--- src/rtl/muldiv_unit.sv ---
// rtl/muldiv_unit.sv - iterative RV32M multiply/divide unit (divide datapath under `MULDIV_DIV_EN`)
module muldiv_unit #(
    parameter int WIDTH = 32
) (
    input  logic             clk,
    input  logic             rst,
    input  logic             start,
    input  logic [2:0]       funct3,
    input  logic [WIDTH-1:0] op_a,
    input  logic [WIDTH-1:0] op_b,
    output logic             busy,
    output logic             done,
    output logic [WIDTH-1:0] result
);

    // Extra counter bit: the counter runs WIDTH-1..0 over the iterations and
    // wraps negative, which spends one further CALC cycle on the sign fix-up.
    localparam int CW = $clog2(WIDTH) + 1;

    typedef enum logic [1:0] {S_IDLE, S_CALC, S_DONE} state_t;

    state_t           state_q, state_d;
    logic [CW-1:0]    cnt_q, cnt_d;
    logic [WIDTH-1:0] hi_q, hi_d;       // product high half / partial remainder
    logic [WIDTH-1:0] lo_q, lo_d;       // product low half / dividend-quotient
    logic [WIDTH-1:0] addend_q, addend_d; // multiplicand / divisor magnitude
    logic [WIDTH-1:0] result_q, result_d;
    logic [2:0]       f3_q, f3_d;
    logic             sa_q, sa_d, sb_q, sb_d;
`ifdef MULDIV_DIV_EN
    logic             div0_q, div0_d;
    logic [WIDTH:0]   div_shift, div_diff;
`endif

    logic             signed_a, signed_b, neg_a, neg_b;
    logic [WIDTH-1:0] mag_a, mag_b;
    logic [WIDTH:0]   mul_sum;
    logic [2*WIDTH-1:0] prod, prod_fix;
    logic [WIDTH-1:0] fin_res;

    assign busy   = (state_q != S_IDLE);
    assign done   = (state_q == S_DONE);
    assign result = result_q;

    // Operand signedness and magnitudes at acceptance
    always_comb begin
        signed_a = (funct3 == 3'b001) || (funct3 == 3'b010) ||
                   (funct3 == 3'b100) || (funct3 == 3'b110);
        signed_b = (funct3 == 3'b001) || (funct3 == 3'b100) || (funct3 == 3'b110);
        neg_a    = signed_a & op_a[WIDTH-1];
        neg_b    = signed_b & op_b[WIDTH-1];
        mag_a    = neg_a ? -op_a : op_a;
        mag_b    = neg_b ? -op_b : op_b;
    end

    // One shift-add / restoring-divide step and the final signed result
    always_comb begin
        mul_sum  = {1'b0, hi_q} + (lo_q[0] ? {1'b0, addend_q} : {(WIDTH+1){1'b0}});
`ifdef MULDIV_DIV_EN
        div_shift = {hi_q, lo_q[WIDTH-1]};
        div_diff  = div_shift - {1'b0, addend_q};
`endif
        prod     = {hi_q, lo_q};
        prod_fix = (sa_q ^ sb_q) ? -prod : prod;
        fin_res  = '0;
        case (f3_q)
            3'b000:                 fin_res = prod_fix[WIDTH-1:0];
            3'b001, 3'b010, 3'b011: fin_res = prod_fix[2*WIDTH-1:WIDTH];
`ifdef MULDIV_DIV_EN
            // Signed overflow needs no special path: |a|/1 negated wraps back
            // to the most-negative value and the remainder is zero.
            3'b100:  fin_res = div0_q ? '1 : ((sa_q ^ sb_q) ? -lo_q : lo_q);
            3'b101:  fin_res = div0_q ? '1 : lo_q;
            3'b110:  fin_res = sa_q ? -hi_q : hi_q;
            3'b111:  fin_res = hi_q;
`endif
            default: fin_res = '0;
        endcase
    end

    // Next-state and datapath control
    always_comb begin
        state_d  = state_q;
        cnt_d    = cnt_q;
        hi_d     = hi_q;
        lo_d     = lo_q;
        addend_d = addend_q;
        result_d = result_q;
        f3_d     = f3_q;
        sa_d     = sa_q;
        sb_d     = sb_q;
`ifdef MULDIV_DIV_EN
        div0_d   = div0_q;
`endif
        case (state_q)
            S_IDLE: begin
                if (start) begin
                    state_d  = S_CALC;
                    cnt_d    = CW'(WIDTH - 1);
                    f3_d     = funct3;
                    sa_d     = neg_a;
                    sb_d     = neg_b;
                    hi_d     = '0;
                    lo_d     = mag_b;
                    addend_d = mag_a;
`ifdef MULDIV_DIV_EN
                    div0_d   = (op_b == '0);
                    if (funct3[2]) begin
                        lo_d     = mag_a;
                        addend_d = mag_b;
                    end
`endif
                end
            end
            S_CALC: begin
                if (cnt_q[CW-1]) begin
                    state_d  = S_DONE;
                    result_d = fin_res;
                end else begin
                    cnt_d = cnt_q - CW'(1);
                    hi_d  = mul_sum[WIDTH:1];
                    lo_d  = {mul_sum[0], lo_q[WIDTH-1:1]};
`ifdef MULDIV_DIV_EN
                    if (f3_q[2]) begin
                        if (!div_diff[WIDTH]) begin
                            hi_d = div_diff[WIDTH-1:0];
                            lo_d = {lo_q[WIDTH-2:0], 1'b1};
                        end else begin
                            hi_d = div_shift[WIDTH-1:0];
                            lo_d = {lo_q[WIDTH-2:0], 1'b0};
                        end
                    end
`endif
                end
            end
            S_DONE: begin
                state_d = S_IDLE;
                cnt_d   = '0;
            end
            default: state_d = S_IDLE;
        endcase
    end

    // State and datapath registers, asynchronous reset aborts any operation
    always_ff @(posedge clk or posedge rst) begin
        if (rst) begin
            state_q  <= S_IDLE;
            cnt_q    <= '0;
            hi_q     <= '0;
            lo_q     <= '0;
            addend_q <= '0;
            result_q <= '0;
            f3_q     <= '0;
            sa_q     <= 1'b0;
            sb_q     <= 1'b0;
`ifdef MULDIV_DIV_EN
            div0_q   <= 1'b0;
`endif
        end else begin
            state_q  <= state_d;
            cnt_q    <= cnt_d;
            hi_q     <= hi_d;
            lo_q     <= lo_d;
            addend_q <= addend_d;
            result_q <= result_d;
            f3_q     <= f3_d;
            sa_q     <= sa_d;
            sb_q     <= sb_d;
`ifdef MULDIV_DIV_EN
            div0_q   <= div0_d;
`endif
        end
    end

endmodule
--- config.mk ---
export PLATFORM = sky130hd
export DESIGN_NAME = muldiv_unit
export DESIGN_NICKNAME = d
export VERILOG_FILES = /design/src/rtl/muldiv_unit.sv
export SDC_FILE = /design/constraint.sdc
export NUM_CORES = 1
export LEC_CHECK = 0
export ABC_AREA = 0
export CORE_MARGIN = 1.5
export CORE_UTILIZATION = 54
export CTS_CLUSTER_SIZE = 10
export DETAILED_ROUTE_END_ITERATION = 16
export PLACE_DENSITY_LB_ADDON = 0.3
export SLEW_MARGIN = 10
export SYNTH_ARGS = -nofsm -noshare
export SYNTH_HDL_FRONTEND = slang
export SYNTH_SLANG_ARGS = --single-unit
--- constraint.sdc ---
create_clock -name clk -period 7.6 [get_ports clk]
set_input_delay 0.76 -clock clk [delete_from_list [all_inputs] [get_ports clk]]
set_output_delay 0.76 -clock clk [all_outputs]
set_load 0.01 [all_outputs]
==> impl_table.tex <==
\begin{tabular}{lr}
\hline
Metric & Value \\
\hline
\multicolumn{2}{l}{\textbf{Clock network}} \\
CTS H-tree lvls & 4 \\
Clock slew seen by the registers of the worst setup and hold paths & around 0.060 ns \\
Worst-Skew Late Latency & between 0.4 and 0.5 ns \\
Largest buffer count on any clock path & 2 \\
TritonCTS Buffers & 17 \\
CTS root buf & sky130\_fd\_sc\_hd\_\_clkbuf\_16 \\
Clock Sinks & 141 \\
Number of setup buffers added after CTS & 0 \\
Cts hold-fix bufs & 0 \\
Clock tree from TritonCTS & done \\
Post-CTS Resized & 0 \\
\multicolumn{2}{l}{\textbf{Setup path}} \\
Type of the worst setup path & reg -> reg \\
Data arrival at the endpoint of the critical path & roughly 4.7 ns \\
Critical path capture point type & register \\
Largest fanout on the critical path & 37 \\
Required time of the worst setup path & between 7 and 8 ns \\
Type of element launching the critical path & register \\
\multicolumn{2}{l}{\textbf{Timing}} \\
Post-Route Setup TNS & 0 ns \\
Slew @ Worst Pin & around 1.2 ns \\
Final setup viols & 0 \\
Headroom to the max-slew limit & 18.83\% \\
Final worst setup slack & around 3.2 ns \\
Max-slew violation total from the final report & 0 \\
Endpoints failing hold & 0 \\
Final min period & 4.370 ns \\
Setup repair after global routing missed its margin & no \\
Share of the clock period used by the worst path & between 50\% and 60\% \\
Clock Skew & around 0.01 ns \\
Achievable clock frequency & about 230 MHz \\
\multicolumn{2}{l}{\textbf{Place}} \\
Pre-CTS worst setup slack & 3.444 ns \\
Final HPWL from detailed placement & about 19 mm \\
IO buf count & approximately 100 \\
Routability congestion estimate from global placement & 0.9706 \\
\multicolumn{2}{l}{\textbf{Yosys}} \\
Biggest area consumer among synthesized cells & sky130\_fd\_sc\_hd\_\_dfrtp\_1 \\
Post-synthesis net count & between 1,000 and 1,500 \\
Share of synthesized flip-flops with an asynchronous set or reset & 100.0\% \\
Post-synthesis instance area & slightly above 0.01 mm2 \\
Dominant register cell in the synthesized netlist & sky130\_fd\_sc\_hd\_\_dfrtp\_1 \\
Warning count from the yosys run & 0 \\
Count of different cell masters after synthesis & 72 \\
Number of register bits inferred by synthesis & 141 \\
Sequential fraction of the synthesis area & between 30\% and 40\% \\
Cell count after synthesis & between 1,000 and 1,500 \\
Mean Syn Cell Area & 8.104 um2 \\
Number of enable-type register cells in the synthesized netlist & 0 \\
Area share of the leading cell type in the synthesized netlist & around a third \\
Synth area leaders & sky130\_fd\_sc\_hd\_\_dfrtp\_1, sky130\_fd\_sc\_hd\_\_o21ai\_0, sky130\_fd\_sc\_hd\_\_xor2\_1 \\
\multicolumn{2}{l}{\textbf{Routing}} \\
Avg WL per Cell & $\sim$16 um \\
Total Wirelength & $\sim$26 mm \\
Initial DRC Count & approximately 720 \\
First drt pass iteration count & 6 \\
Vias per Instance & roughly 5.9 \\
Via count & $\sim$9,300 \\
DRC & 0 \\
Post-DRT Antenna Nets & 0 \\
\multicolumn{2}{l}{\textbf{Finish}} \\
Area of the multi-input gates & 0.006374 mm2 \\
Fillers & $\sim$1,600 \\
Proportion of layout cells with a drive suffix above 1 & under 10\% \\
Commonest non-fill, non-tap cells in the layout & sky130\_fd\_sc\_hd\_\_nand2\_1, sky130\_fd\_sc\_hd\_\_o21ai\_0, sky130\_fd\_sc\_hd\_\_dfrtp\_1 \\
Register Area & 0.003528 mm2 \\
Layout overhead on the synthesized area & 17.32\% \\
Most common library cell in the layout ignoring fill and taps & sky130\_fd\_sc\_hd\_\_nand2\_1 \\
\# diodes & 0 \\
Number of nets in the layout & between 1,000 and 1,500 \\
\multicolumn{2}{l}{\textbf{Worst hold path}} \\
Type of the worst min-delay path & reg -> reg \\
\multicolumn{2}{l}{\textbf{Die}} \\
Total Die Area & a little under 0.02 mm2 \\
Placeable Area & about 0.019 mm2 \\
Die span in x & between 100 and 150 um \\
Number of top-level design ports & approximately 100 \\
Site row count & 50 \\
Initial Utilization & $\sim$55\% \\
Die extent in y & around 140 um \\
\multicolumn{2}{l}{\textbf{GRT}} \\
Via count of the first global-routing pass & 8,780 \\
Remaining global-route overflow & 0 \\
Wire length of the first global-routing pass & 43.51 mm \\
Overall global routing resource usage & 27.18\% \\
Maximum number of pins on one net before global-route repair & 99 \\
Number of antenna violations at the first check in global routing & 0 \\
\multicolumn{2}{l}{\textbf{Pwr}} \\
Static leakage & approximately 5 nW \\
Pwr dens & roughly 380 mW/mm2 \\
Largest vdd supply drop & 0.0002056 V \\
\multicolumn{2}{l}{\textbf{Outcome}} \\
Run status & finished, final reports clean \\
\multicolumn{2}{l}{\textbf{Run}} \\
Max-cap check violation count & 0 \\
\hline
\end{tabular}
-- cell type report --
| cell class | count | share of cell area [%] |
|---|---|---|
| Clock buffer | 20 | 3.735 |
| Tap cell | 234 | 2.448 |
| Clock inverter | 11 | 1.203 |
| Multi-Input combinational cell | 1036 | 53.29 |
| Sequential cell | 141 | 29.50 |
| Inverter | 21 | 0.7009 |
| Timing Repair Buffer | 111 | 9.122 |
-- synthesized netlist by cell type, drive strengths merged, types with 2 or more instances --
library cell / count
nand2: 176
o21ai: 170
dfrtp: 141
a21oi: 108
nor2: 107
xor2: 79
xnor2: 69
clkbuf: 53
ha: 41
and2: 39
nor3: 34
a22oi: 21
inv: 21
o31ai: 21
nand2b: 16
a22o: 13
nand3: 13
or3: 13
a21o: 12
o41ai: 10
a31oi: 9
nor4: 8
or4: 8
buf: 7
nand4: 7
nor2b: 6
or2: 4
a211oi: 3
and3: 3
o211ai: 3
o21a: 3
o311ai: 3
a221oi: 2
a32o: 2
a41oi: 2
and4: 2
mux2i: 2
nand3b: 2
nand4b: 2
nor4b: 2
-- per-layer routing --
layer  up-vias  track usage, %  part of all wire [%]
met1      4372           38.72                    47
met3        49           3.179                   5.5
li1       4601               -                     -
met2       314           42.99                    45
met5         -               0                     0
met4         0           9.363                   2.3
-- final timing paths --
check                        startpoint            to  slack, ns  depth (start not counted)
max                             lo_q[0]      hi_q[25]       3.23                         13
min                        addend_q[19]  addend_q[19]       0.47                          2
max reg2reg                     lo_q[0]      hi_q[25]       3.23                         13
min reg2reg                addend_q[19]  addend_q[19]       0.47                          2
max in group asynchronous           rst      lo_q[21]       5.58                          3
min in group asynchronous           rst      hi_q[28]       0.86                          2
-- power breakdown --
part	internal, mW	switching [mW]
Combinational	0.929	1.38
Sequential	1.01	0.391
Clock	0.521	0.321
-- cells by family (layout without fill, tap and decap cells) --
logic type | count (synthesis) | after routing | share of synthesized area, %
flops | 141 | 141 | 34.61
xor+xnor | 148 | 148 | 12.71
buf+inv | 81 | 163 | 3.068
compound gates | 397 | 397 | 23.00
mux | 2 | 2 | 0.1964
simple gates | 447 | 447 | 21.18
fa+ha+maj | 42 | 42 | 5.228
-- worst max-delay path: stages (launching register included) --
cell and delay (ns):
sky130_fd_sc_hd__dfrtp_1 0.90, sky130_fd_sc_hd__and2_1 0.24, sky130_fd_sc_hd__ha_1 0.17, sky130_fd_sc_hd__inv_1 0.06, sky130_fd_sc_hd__fa_1 0.40, sky130_fd_sc_hd__nor2b_1 0.20
sky130_fd_sc_hd__o31ai_1 0.14, sky130_fd_sc_hd__a2bb2oi_1 0.36, sky130_fd_sc_hd__a32oi_1 0.30, sky130_fd_sc_hd__o311ai_0 0.86, sky130_fd_sc_hd__a221o_1 0.27, sky130_fd_sc_hd__a21oi_1 0.08
sky130_fd_sc_hd__xor2_1 0.15, sky130_fd_sc_hd__o21ai_0 0.14
-- sequential cells by signal (all words and copies together) (netlist names) --
signal    count
hi_q         32
lo_q         32
f3_q          3
state_q       2
sa_q          1
sb_q          1
result       32
addend_q     32
cnt_q         6
-- metrics by stage --
stage	hold WS, ns	total power, mW	utilization (%)	cell area, um2	std cells
6_report	0.4691	4.550	64.37	11960	1574
5_1_grt	0.4890	4.907	64.37	11960	1574
4_1_cts	0.4764	4.524	64.37	11960	1574
3_5_place_dp	0.4632	3.673	61.19	11370	1543
3_3_place_gp	0.4533	3.624	61.19	11370	1543
2_1_floorplan	0.4383	3.057	-	10190	1258
(Power assumes the default switching activity.)
==> edit 1 (same settings) <==
Re-encode `state_t` (3 states) as one-hot, 3 bits wide.
--- a/src/rtl/muldiv_unit.sv
+++ b/src/rtl/muldiv_unit.sv
@@ -18,5 +18,5 @@
     localparam int CW = $clog2(WIDTH) + 1;
 
-    typedef enum logic [1:0] {S_IDLE, S_CALC, S_DONE} state_t;
+    typedef enum logic [2:0] {S_IDLE = 3'b001, S_CALC = 3'b010, S_DONE = 3'b100} state_t;
 
     state_t           state_q, state_d;
Formal check against the unedited RTL: no difference found for any inputs over 10 cycles, from zero or initial values and one cycle with rst high; not proved beyond that.
==> edit 1 against the original RTL <==
Synthesized area up 0.49%. Design area up 0.16%. Critical endpoint is now hi_q[27]$_DFFE_PP0P_. Power up 5.3%. Worst setup slack better by 0.51 ns. Largest power group unchanged. Non-clock buffer count unchanged. Sequential cell count up 1. Routed wire length up 2.8%.
==> edit 1: results (changes against the original RTL) <==
final wirelength=26.5 mm (+2.8%); Max stage delay on crit path=0.73 ns (-0.17 ns); met1 GRT Util=39.4% (+0.65 points); syn_area_per_cell=8.14 um^2 (+0.49%); Leak=0.00505 uW (+1.2%); met3 Use GR=3.91% (+0.73 points); routing usage on met2=42.5% (-0.52 points); min-delay src=addend_q[18]$_DFFE_PP0P_; first-pass GRT wire length=43.3 mm (-0.44%); hpwl dp=19.9 mm (+2.2%); WL met3=1.66 mm (+18%); largest net degree at the start of global routing=81 (-18%); Setup WS pre-CTS=3.78 ns (+0.337 ns); fill count=1621 (+1.0%); count of cell types in the netlist=68 (-5.6%); Cell Area, Placed=11400 um^2 (+0.27%); status=finished clean; Synth top cells by count=175 x nand2_1, 141 x dfrtp_1, 141 x o21ai_0; via count=9499 (+1.7%); Bufs on Longest Clock Path=2 (unchanged); register area share after synthesis=34.7% (+0.087 points); GR Util All Layers=27.3% (+0.15 points); Initial DRC Count=790 (+9.3%); largest fanout on the critical path=36 (-2.7%); Setup Skew=0.00903 ns (-0.000998 ns); wire length on met2=12.0 mm (+3.4%); WP data arrival=4.19 ns (-0.51 ns); slew at the pin with the worst max-slew slack=1.05 ns (-0.161 ns); top post-synthesis cells by area=dfrtp_1 34%, o21ai_0 6.9%, nand2_1 6.4%; met1 WL=12.3 mm (+1.5%); share of layout cells above drive strength 1=4.94% (+0.31 points); vias in the first global route=8521 (-2.9%); Final Util=64.3% (-0.12 points); Worst R2R Start=lo_q[0]$_DFFE_PP0P_; Routed WL per cell=16.9 um (+3.0%); placed cell count=1539 (-0.26%); Setup Buffers After CTS=0 (unchanged); Worst-path clk slew=0.07 ns; Post-layout nets=1431 (-0.63%); Placer Congestion=0.902 (-7.1%); VDD IR-drop max=0.204 mV (-0.74%)
-- edit 1: cell type report --
cell class | instances | area share [%]
clock buffers | 17 | 3.55
clock inverters | 15 | 1.27
flip-flops and latches | 142 | 29.7
inverters | 28 | 0.919
repair buffers | 111 | 9.11
multi-input cells | 1024 | 53.0
well taps | 234 | 2.44
-- edit 1: path summary, 6_finish.rpt --
path                                       endpoint  depth (start not counted)  slack [ns]
max                            hi_q[27]$_DFFE_PP0P_                         12        3.74
min in group asynchronous     result[3]$_DFFE_PP0P_                          2        0.77
max reg2reg                    hi_q[27]$_DFFE_PP0P_                         12        3.74
min reg2reg                addend_q[18]$_DFFE_PP0P_                          2        0.47
max in group asynchronous      lo_q[17]$_DFFE_PP0P_                          3        5.39
min                        addend_q[18]$_DFFE_PP0P_                          2        0.47
-- edit 1: critical path: cells and delay by family (launching register included) --
| kind | cells | cell delay (ns) |
|---|---|---|
| and+or+nand+nor | 4 | 1.07 |
| DFF | 1 | 0.73 |
| AOI/OAI and AO/OA | 5 | 1.47 |
| adders and majority gates | 2 | 0.39 |
| buffers and inverters | 1 | 0.07 |
-- edit 1: kinds of logic (layout without fill, tap and decap cells) --
kind of cell | after synthesis | count (layout) | synth area share (%)
compound gates | 380 | 380 | 22.6
xor+xnor | 137 | 137 | 11.7
fa+ha+maj | 37 | 37 | 4.59
buf+inv | 92 | 171 | 3.58
flops | 142 | 142 | 34.7
mux | 9 | 9 | 0.879
simple gates | 461 | 461 | 21.9
-- edit 1: power by group --
group	internal (uW)	total (uW)	leakage, uW	switching (uW)
sequential	1040	1420	0.00182	375
combinational	1030	2560	0.00296	1520
clock	460	821	0.000271	360
total	2530	4790	0.00505	2260
==> edit 2 (config.mk and constraints unchanged) <==
Without the edit above. The option `MULDIV_DIV_EN` is turned on by a define.
--- a/src/rtl/muldiv_unit.sv
+++ b/src/rtl/muldiv_unit.sv
@@ -1,3 +1,5 @@
 // rtl/muldiv_unit.sv - iterative RV32M multiply/divide unit (divide datapath under `MULDIV_DIV_EN`)
+`define MULDIV_DIV_EN
+
 module muldiv_unit #(
     parameter int WIDTH = 32
Check against the original RTL: same outputs for any inputs over 10 cycles, from zero or initial values and one cycle with rst high; that may be too few to reach the edited logic, so the function may still have changed.
==> edit 2 against the original RTL <==
Worst setup slack worse by 0.16 ns. Global-route usage increased by 8.8 points. Maximum frequency down 3.5%. Power up 67%. Sequential cell count rose by 1. Design area rose by 42%. Routed wire length is 100% higher. First-iteration DRC count increased to 2.8 times the old value. Synthesized area grew 49%. Cell count increased by 58%.
==> edit 2: results (changes against the original RTL) <==
status=finished clean; final wirelength=52.5 mm (+100%); Leak=0.00713 uW (+43%); hpwl dp=39.1 mm (+100%); WP data arrival=4.82 ns (+0.12 ns); area of the multi-input gates=10800 um^2 (+69%); Root Buffer=clkbuf_16; clock buf count=18 (-10%); Max stage delay on crit path=1.02 ns (+0.12 ns); Compound-Gate Fraction of Synth Area=29.2% (+6.2 points); CP top delay family=simple AND/OR/NAND/NOR gates; first-pass GRT wire length=81.0 mm (+86%); Synth Flop Type=dfrtp_1; top post-synthesis cells by area=dfrtp_1 23%, a21oi_1 7.7%, o21ai_0 7.4%; largest net degree at the start of global routing=105 (+6.1%); Pint=3520 uW (+43%); Post-Synthesis Net Count=2235 (+63%); Repair and plain buffers=129 (+16%); largest fanout on the critical path=10 (-73%); share of layout cells above drive strength 1=6.18% (+1.6 points); mux contribution to synthesized area=5.17% (+5.0 points); min-delay src=result[12]$_DFFE_PP0P_; Post-layout nets=2235 (+55%); count of cell types in the netlist=74 (+2.8%); Initial DRC Count=2015 (+180%); CP max stage cell=nor4_1; Worst-path clk slew=0.07 ns; Adder-Cell Fraction of Synth Area=6.27% (+1.0 points); FF-to-FF End=result[31]$_DFFE_PP0P_; Hold Violations, Final=0 (unchanged); VDD IR-drop max=0.576 mV (+180%); Synth top cells by count=244 x nor2_1, 235 x a21oi_1, 226 x o21ai_0; via count=16200 (+73%); Placer Congestion=1.02 (+4.6%); xor and xnor area share after synthesis=10.5% (-2.2 points); initial antenna violation count=1 (+1); vias in the first global route=14400 (+64%); Worst R2R Path Depth=9 (-4); Bufs on Longest Clock Path=2 (unchanged); Signal inverters=76 (+260%); GR Util All Layers=36.0% (+8.8 points); WHS Endpoint=result[12]$_DFFE_PP0P_; buffering overhead=7.23% (-1.9 points); Clock Network Area Fraction=3.44% (-1.5 points); Setup crit start=hi_q[7]$_DFFE_PP0P_; flip-flop and latch count=142 (+0.71%); Worst R2R Start=hi_q[7]$_DFFE_PP0P_; Seq/total area=21.0% (-8.5 points); register area share after synthesis=23.4% (-11 points); reg2reg setup slack=3.07 ns (-0.16 ns); slew at the pin with the worst max-slew slack=1.03 ns (-0.180 ns); CTS resizes=0 (unchanged); multi-input gates=1724 (+66%); Setup Skew=0.0141 ns (+0.00410 ns); fill count=2603 (+62%)
-- edit 2: metal layers --
layer  up-vias  global-route usage [%]  wire [um]
met4         0                    17.6       2730
li1       7490                       -          -
met5         -                       0          0
met1      7614                    49.1      22100
met2       942                    55.3      22600
met3       144                    5.71       5090
-- edit 2: per-stage QoR --
stage	hold slack, ns	total power, uW	cells	area (um^2)	worst slack (ns)
6_report	0.479	7600	2481	16900	3.07
5_1_grt	0.505	8110	2481	16900	2.94
4_1_cts	0.487	7440	2481	16900	3.20
3_5_place_dp	0.467	6570	2449	16300	3.22
3_3_place_gp	0.461	6470	2449	16300	3.36
2_1_floorplan	0.450	5210	2090	15200	3.03
-- edit 2: worst max-delay path by stage --
stage | slack (ns) | to
3_3_place_gp | 3.36 | hi_q[19]$_DFFE_PP0P_
2_1_floorplan | 3.03 | addend_q[0]$_DFFE_PP0P_
4_1_cts | 3.20 | hi_q[12]$_DFFE_PP0P_
6_report | 3.07 | result[31]$_DFFE_PP0P_
3_5_place_dp | 3.22 | hi_q[12]$_DFFE_PP0P_
5_1_grt | 2.94 | hi_q[10]$_DFFE_PP0P_
-- edit 2: power groups by stage --
| stage | Sequential (uW) | Clock, uW | Combinational [uW] |
|---|---|---|---|
| finish | 1590 | 861 | 5150 |
| CTS | 1550 | 868 | 5020 |
| detailed placement | 1570 | 0 | 5000 |
| global route | 1600 | 891 | 5620 |
| floorplan | 1260 | 0 | 3960 |
| global placement | 1550 | 0 | 4920 |
-- edit 2: cells by family after synthesis --
kind of cell             count (synthesis)
AO/OA/AOI/OAI                          738
buffers and inverters                  224
AND/OR/NAND/NOR                        655
multiplexers                            74
flip-flops                             142
adder cells (fa/ha/maj)                 75
XOR/XNOR                               182
